$ cat src/rtl/par_bus_pkg.sv
// Shared definitions for the parallel bus slave: FSM encoding, default sync
// pattern and the bus opcode values carried in the received byte stream.
package par_bus_pkg;

  typedef enum logic [1:0] {
    ST_HUNT0  = 2'd0,
    ST_HUNT1  = 2'd1,
    ST_SYNCED = 2'd2
  } bus_state_e;

  localparam logic [7:0] SYNC_WORD0_DEF = 8'hB8;
  localparam logic [7:0] SYNC_WORD1_DEF = 8'h8B;

  localparam logic [7:0] OP_SET_HASH   = 8'h01;
  localparam logic [7:0] OP_SEND_TEXT  = 8'h02;
  localparam logic [7:0] OP_READ_MATCH = 8'h03;
  localparam logic [7:0] OP_TEST       = 8'h04;
  localparam logic [7:0] OP_STR_LEN    = 8'h05;

endpackage

$ cat src/rtl/par_bus_slave_if.sv
// Word stream handshake. A transfer happens in a cycle where valid and ready
// are both high; the master holds data stable while valid is high and not
// accepted. Exception used by sync_fifo: ready on its read side while the
// FIFO is empty takes the word being written in the same cycle.
interface par_bus_slave_if #(
  parameter int W = 8
) ();
  logic [W-1:0] data;
  logic         valid;
  logic         ready;

  modport master (output data, output valid, input ready);
  modport slave  (input data, input valid, output ready);
endinterface

$ cat src/rtl/sync_fifo.sv
// Single-clock first-word-fall-through FIFO with flush. A write while full is
// taken when a read fires in the same cycle; a read while empty takes the
// word written in the same cycle. Either way the occupancy is unchanged.
module sync_fifo #(
  parameter int WIDTH = 8,
  parameter int DEPTH = 16
) (
  input  logic             clk,
  input  logic             rst,
  input  logic             flush,
  par_bus_slave_if.slave   wr,
  par_bus_slave_if.master  rd
);
  localparam int AW = $clog2(DEPTH);

  logic [WIDTH-1:0] mem_q [DEPTH];
  logic [AW-1:0]    wr_ptr_q, wr_ptr_d, rd_ptr_q, rd_ptr_d;
  logic [AW:0]      count_q, count_d;
  logic             empty, full, wr_fire, rd_fire;

  assign empty   = (count_q == '0);
  assign full    = (count_q == (AW+1)'(DEPTH));
  assign wr.ready = ~full;
  assign rd.valid = ~empty;
  assign rd.data  = empty ? wr.data : mem_q[rd_ptr_q];
  assign rd_fire  = rd.ready & (~empty | wr.valid);
  assign wr_fire  = wr.valid & (~full | rd_fire);

  // Next pointer and occupancy; flush empties the FIFO and wins over traffic
  always_comb begin
    wr_ptr_d = wr_ptr_q + AW'(wr_fire);
    rd_ptr_d = rd_ptr_q + AW'(rd_fire);
    count_d  = count_q;
    if (wr_fire && !rd_fire) count_d = count_q + 1'b1;
    if (!wr_fire && rd_fire) count_d = count_q - 1'b1;
    if (flush) begin
      wr_ptr_d = '0;
      rd_ptr_d = '0;
      count_d  = '0;
    end
  end

  // Pointer and occupancy registers
  always_ff @(posedge clk or posedge rst) begin
    if (rst) begin
      wr_ptr_q <= '0;
      rd_ptr_q <= '0;
      count_q  <= '0;
    end else begin
      wr_ptr_q <= wr_ptr_d;
      rd_ptr_q <= rd_ptr_d;
      count_q  <= count_d;
    end
  end

  // Storage array; contents are meaningless once the pointers are cleared
  always_ff @(posedge clk) begin
    if (wr_fire) mem_q[wr_ptr_q] <= wr.data;
  end

endmodule

$ cat src/rtl/par_bus_slave.sv
// Parallel bus slave: synchronises an external strobe bus, hunts for a
// two-word sync pattern, then moves master writes into an RX FIFO and serves
// master reads from a TX FIFO.
module par_bus_slave
  import par_bus_pkg::*;
#(
  parameter int         DATA_WIDTH  = 8,
  parameter int         FIFO_DEPTH  = 16,
  parameter int         SYNC_STAGES = 2,
  parameter logic [7:0] SYNC_WORD0  = SYNC_WORD0_DEF,
  parameter logic [7:0] SYNC_WORD1  = SYNC_WORD1_DEF
) (
  input  logic                  clk,
  input  logic                  reset,
  input  logic                  bus_clk,
  input  logic                  bus_rnw,
  input  logic [DATA_WIDTH-1:0] bus_data_in,
  output logic [DATA_WIDTH-1:0] bus_data_out,
  output logic                  bus_data_oe,
  output logic [DATA_WIDTH-1:0] rx_data,
  output logic                  rx_valid,
  input  logic                  rx_ready,
  input  logic [DATA_WIDTH-1:0] tx_data,
  input  logic                  tx_valid,
  output logic                  tx_ready,
  output logic                  synced,
  input  logic                  resync,
  output logic                  rx_overflow,
  output logic                  tx_underflow,
  input  logic                  clear_flags
);
  localparam logic [DATA_WIDTH-1:0] SW0 = DATA_WIDTH'(SYNC_WORD0);
  localparam logic [DATA_WIDTH-1:0] SW1 = DATA_WIDTH'(SYNC_WORD1);

  logic [SYNC_STAGES-1:0] bclk_sync_q, rnw_sync_q;
  logic [DATA_WIDTH-1:0]  data_sync_q [SYNC_STAGES];
  logic                   bclk_s, rnw_s;
  logic [DATA_WIDTH-1:0]  data_s;
  logic                   bclk_prev_q, rise_q, fall_q, rnw_e_q;
  logic [DATA_WIDTH-1:0]  data_e_q;
  bus_state_e             state_q, state_d;
  logic                   synced_q, flush;
  logic                   rx_push_due, rx_pop_fire, tx_pop_due;
  logic                   rx_ovf_q, rx_ovf_d, tx_unf_q, tx_unf_d, oe_q, oe_d;
  logic [DATA_WIDTH-1:0]  dout_q, dout_d;

  par_bus_slave_if #(.W(DATA_WIDTH)) rx_wr ();
  par_bus_slave_if #(.W(DATA_WIDTH)) rx_rd ();
  par_bus_slave_if #(.W(DATA_WIDTH)) tx_wr ();
  par_bus_slave_if #(.W(DATA_WIDTH)) tx_rd ();

  // Pad synchronisers; the strobe idles high so its stages reset to 1
  always_ff @(posedge clk or posedge reset) begin
    if (reset) begin
      bclk_sync_q <= '1;
      rnw_sync_q  <= '0;
      for (int i = 0; i < SYNC_STAGES; i++) data_sync_q[i] <= '0;
    end else begin
      bclk_sync_q    <= {bclk_sync_q[SYNC_STAGES-2:0], bus_clk};
      rnw_sync_q     <= {rnw_sync_q[SYNC_STAGES-2:0], bus_rnw};
      data_sync_q[0] <= bus_data_in;
      for (int i = 1; i < SYNC_STAGES; i++) data_sync_q[i] <= data_sync_q[i-1];
    end
  end

  assign bclk_s = bclk_sync_q[SYNC_STAGES-1];
  assign rnw_s  = rnw_sync_q[SYNC_STAGES-1];
  assign data_s = data_sync_q[SYNC_STAGES-1];

  // One-cycle strobe edge pulses, with data and direction aligned to them
  always_ff @(posedge clk or posedge reset) begin
    if (reset) begin
      bclk_prev_q <= 1'b1;
      rise_q      <= 1'b0;
      fall_q      <= 1'b0;
      rnw_e_q     <= 1'b0;
      data_e_q    <= '0;
    end else begin
      bclk_prev_q <= bclk_s;
      rise_q      <= bclk_s & ~bclk_prev_q;
      fall_q      <= ~bclk_s & bclk_prev_q;
      rnw_e_q     <= rnw_s;
      data_e_q    <= data_s;
    end
  end

  // Sync hunt: next state from the synchronised strobe level and data
  always_comb begin
    state_d = state_q;
    unique case (state_q)
      ST_HUNT0:  if (bclk_s && data_s == SW0) state_d = ST_HUNT1;
      ST_HUNT1: begin
        if (bclk_s && data_s == SW1)            state_d = ST_SYNCED;
        else if (data_s != SW0 && data_s != SW1) state_d = ST_HUNT0;
      end
      ST_SYNCED: if (resync) state_d = ST_HUNT0;
      default:   state_d = ST_HUNT0;
    endcase
  end

  // FSM state with its registered synced output
  always_ff @(posedge clk or posedge reset) begin
    if (reset) begin
      state_q  <= ST_HUNT0;
      synced_q <= 1'b0;
    end else begin
      state_q  <= state_d;
      synced_q <= (state_d == ST_SYNCED);
    end
  end

  assign flush       = (state_q == ST_SYNCED) & resync;
  assign rx_push_due = (state_q == ST_SYNCED) & rise_q & ~rnw_e_q;
  assign tx_pop_due  = (state_q == ST_SYNCED) & fall_q & rnw_e_q;

  assign rx_wr.valid = rx_push_due;
  assign rx_wr.data  = data_e_q;
  assign rx_pop_fire = rx_ready & rx_rd.valid;
  assign rx_rd.ready = rx_pop_fire;
  assign tx_wr.valid = tx_valid & tx_wr.ready;
  assign tx_wr.data  = tx_data;
  assign tx_rd.ready = tx_pop_due;

  sync_fifo #(.WIDTH(DATA_WIDTH), .DEPTH(FIFO_DEPTH)) u_rx_fifo (
    .clk(clk), .rst(reset), .flush(flush), .wr(rx_wr), .rd(rx_rd)
  );

  sync_fifo #(.WIDTH(DATA_WIDTH), .DEPTH(FIFO_DEPTH)) u_tx_fifo (
    .clk(clk), .rst(reset), .flush(flush), .wr(tx_wr), .rd(tx_rd)
  );

  // Sticky error flags, read data register and pad output enable
  always_comb begin
    rx_ovf_d = (rx_ovf_q & ~clear_flags) | (rx_push_due & ~rx_wr.ready & ~rx_pop_fire);
    tx_unf_d = (tx_unf_q & ~clear_flags) | (tx_pop_due & ~tx_rd.valid & ~tx_wr.valid);
    dout_d   = dout_q;
    if (tx_pop_due) dout_d = (tx_rd.valid | tx_wr.valid) ? tx_rd.data : '0;
    oe_d     = synced_q & rnw_s;
  end

  // Registers behind the status and pad outputs
  always_ff @(posedge clk or posedge reset) begin
    if (reset) begin
      rx_ovf_q <= 1'b0;
      tx_unf_q <= 1'b0;
      dout_q   <= '0;
      oe_q     <= 1'b0;
    end else begin
      rx_ovf_q <= rx_ovf_d;
      tx_unf_q <= tx_unf_d;
      dout_q   <= dout_d;
      oe_q     <= oe_d;
    end
  end

  assign bus_data_out = dout_q;
  assign bus_data_oe  = oe_q;
  assign rx_data      = rx_rd.data;
  assign rx_valid     = rx_rd.valid;
  assign tx_ready     = tx_wr.ready;
  assign synced       = synced_q;
  assign rx_overflow  = rx_ovf_q;
  assign tx_underflow = tx_unf_q;

endmodule

$ cat config.mk
export PLATFORM = sky130hd
export DESIGN_NAME = par_bus_slave
export DESIGN_NICKNAME = d
export VERILOG_FILES = /design/src/rtl/par_bus_pkg.sv /design/src/rtl/par_bus_slave_if.sv /design/src/rtl/sync_fifo.sv /design/src/rtl/par_bus_slave.sv
export SDC_FILE = /design/constraint.sdc
export NUM_CORES = 1
export LEC_CHECK = 0
export ABC_AREA = 1
export BUFFER_PORTS_ARGS = -buffer_cell sky130_fd_sc_hd__clkbuf_2
export CAP_MARGIN = 20
export CORE_ASPECT_RATIO = 0.6
export CORE_MARGIN = 2
export CORE_UTILIZATION = 40
export DETAILED_ROUTE_END_ITERATION = 6
export PLACE_DENSITY = 0.57
export SLEW_MARGIN = 20
export SYNTH_ARGS = -nofsm -noshare
export SYNTH_HDL_FRONTEND = slang
export SYNTH_SLANG_ARGS = --single-unit
$ cat constraint.sdc
create_clock -name clk -period 4.74 [get_ports clk]
set_input_delay 0.237 -clock clk [delete_from_list [all_inputs] [get_ports clk]]
set_output_delay 0.237 -clock clk [all_outputs]
set_load 0.05 [all_outputs]
==> flow_summary.toml <==
[synth]
netlist-cell-type-count = 35
synth_top_cell_area_share_pct = 57.8
synth_warnings = 0
async_reset_ff_share_pct = 22.0
synth.cell_area_mm2 = 0.0133
synth.avg_cell_area_um2 = 12.1
synth_edf_count = 256
syn-num-nets = 1134
synth_cells = 1097
synthTopCellsByArea = "edfxtp_1 58%, dfrtp_1 13%, nor2_1 7.2%"
ys_seq_elements = 328
yosysTopAreaCell = "edfxtp_1"
ys_seq_area_share_pct = 71.4
synth_flop_cell = "edfxtp_1"

[grt]
overflow = 0
grt_pass1_wl_um = 49300
track_usage_pct = 18.6
grt_max_degree = 73
grt_pass1_vias = 7913
antenna_found_initial = 1

[power_and_ir_drop]
power_density_mw_per_mm2 = 531
power_leakage_nw = 5.47
peakVddDrop_mv = 0.372
power.total_mw = 8.05

[timing]
drv_slew = 0
tns_ns = 0
fin_crit_sh_pct = 66.4
finClkSkew_ns = 0.0137
max-slew-margin-rel_pct = 31.0
timing.fmax_ghz = 0.318
grt_setup_unrepaired = "false"
hold_viol = 0
finalCriticalPeriod_ns = 3.15
worst_slew_pin_slew_ns = 1.03
setup_slack_ns = 1.59
finalSetupViolCount = 0

[flow_run]
drv_cap = 0

[floorplan]
row_count = 51
initial_core_util_pct = 40.8
die_w_um = 239
die_area_mm2 = 0.0348
coreArea_mm2 = 0.0326
die_y_um = 145
ioPinCount = 46

[worst_setup_path]
cp_max_fo = 37
endpoint_kind = "primary output"
critPathKind = "register to primary output"
reg2reg_depth = 15
cp.required_ns = 4.50
cp_data_arrival_time_ns = 2.91
start_kind = "register"

[finish]
drive_gt1_share_pct = 12.3
layout_commonest_cell = "edfxtp_1"
fin_util_pct = 46.4
area_growth_syn_to_layout_pct = 13.9
nets = 1188
fin_cells = 1626
antenna_cells = 0
final_cell_mix = "256 x edfxtp_1, 255 x nor2_1, 150 x o21ai_0, 65 x dfrtp_1, 62 x nand2_1"

[drt]
routed_wl_um = 31600
dr.pass1.iters = 5
viasPerCell = 5.20
postRouteAntennaNets = 0
drc_errors = 0
vias = 8460
drt_iter0_markers = 956
wl_per_cell_um = 19.4

[clock_network]
cts_max_path_buffers = 3
cts.sinks = 328
htreeDepth = 1
tritoncts = "built"
clock_latency_ns = 0.57
cts_resized = 0
post-cts-setup-buffers = 0
clk_pin_slew_worst_paths_ns = 0.07
numCtsBuffers = 31
ctsRootBufferMaster = "clkbuf_16"

[hold_path]
hold_class = "input port to register"
hold_depth = 4

[placement]
pre_cts_ws_ns = 2.23
post-place-cells = 1554
globalplace.congestion = 0.817
port_buffers = 45
hpwl_um = 20000

[outcome]
status = "finished clean"
## cell usage after synthesis (6+ instances only)
library cell / number
clkbuf_1: 15
a21oi_1: 6
ha_1: 12
nand3_1: 40
a31oi_1: 8
xnor2_1: 6
buf_4: 11
o21ai_0: 150
inv_2: 9
nand2_1: 62
dfrtp_1: 69
edfxtp_1: 256
nor2_1: 255
o21ai_1: 28
buf_2: 20
inv_1: 44
o211ai_1: 61
## per-stage QoR
| step | area, um^2 | hold WS (ns) |
|---|---|---|
| final | 15100 | 0.0861 |
| after global routing | 15100 | 0.101 |
| after CTS | 15100 | 0.0647 |
| after detailed placement | 13900 | 0.326 |
| after global placement | 13900 | 0.326 |
| after floorplan | 13300 | 0.241 |
## layer usage
metal  share of wire (%)  global-route usage (%)  vias up
met4                 1.3                    3.09        0
li1                    -                       -     4001
met2                  38                    23.1      294
met5                   0                       0        -
met3                 8.7                    4.47       36
met1                  52                    32.0     4129
## worst max-delay path, cell delays in order, from the launching register on
cell and delay [ns]:
dfrtp_2 0.68, buf_4 0.44, o21ai_0 0.20, o211ai_1 0.31, o211ai_1 0.16, a31oi_1 0.23
clkbuf_2 0.31
## flip-flops by register name (all words and copies together) (netlist names), 5 cells and up
signal and cells:
u_rx_fifo.mem_q 128, u_tx_fifo.mem_q 128, bus_data_out 8, data_e_q 8
data_s 8, data_sync_q 8, u_rx_fifo.count_q 5, u_tx_fifo.count_q 5
## cell families after synthesis
| kind of cell | count (synthesis) | synth area share [%] |
|---|---|---|
| and+or+nand+nor | 380 | 12.1 |
| DFF | 328 | 71.4 |
| AOI/OAI and AO/OA | 258 | 11.0 |
| buffers and inverters | 108 | 3.59 |
| adders and majority gates | 13 | 1.28 |
| xor gates and xnor gates | 10 | 0.658 |
## final timing paths
path / from / endpoint / slack [ns]
max: u_rx_fifo.rd_ptr_q[1] / rx_data[4] / 1.59
min: tx_valid / tx_underflow / 0.09
max reg2reg: u_rx_fifo.count_q[2] / u_rx_fifo.count_q[4] / 2.22
min reg2reg: data_sync_q[9] / data_s[1] / 0.35
max in group asynchronous: reset / u_rx_fifo.rd_ptr_q[0] / 3.61
min in group asynchronous: reset / data_sync_q[12] / 0.48
## report_power, final
| part | switching (mW) | internal (mW) | total (mW) |
|---|---|---|---|
| Clock | 1.09 | 1.53 | 2.62 |
| Sequential | 0.155 | 3.31 | 3.47 |
| Combinational | 1.42 | 0.541 | 1.96 |
## final cells by class
| type | count | area (um^2) |
|---|---|---|
| flip-flops and latches | 328 | 9500 |
| repair buffers | 72 | 463 |
| well taps | 450 | 563 |
| multi-input cells | 661 | 3330 |
| inverters | 57 | 218 |
| clock buffers | 33 | 783 |
| fillers | 2915 | 17500 |
| clock inverters | 25 | 292 |
## timing repair
| action | CTS | global route |
|---|---|---|
| hold endpoints to repair | 83 | 0 |
| setup endpoints to repair | 0 | 0 |
| hold buffers | 14 | 0 |
No activity file was read; power rests on OpenSTA's default activity.
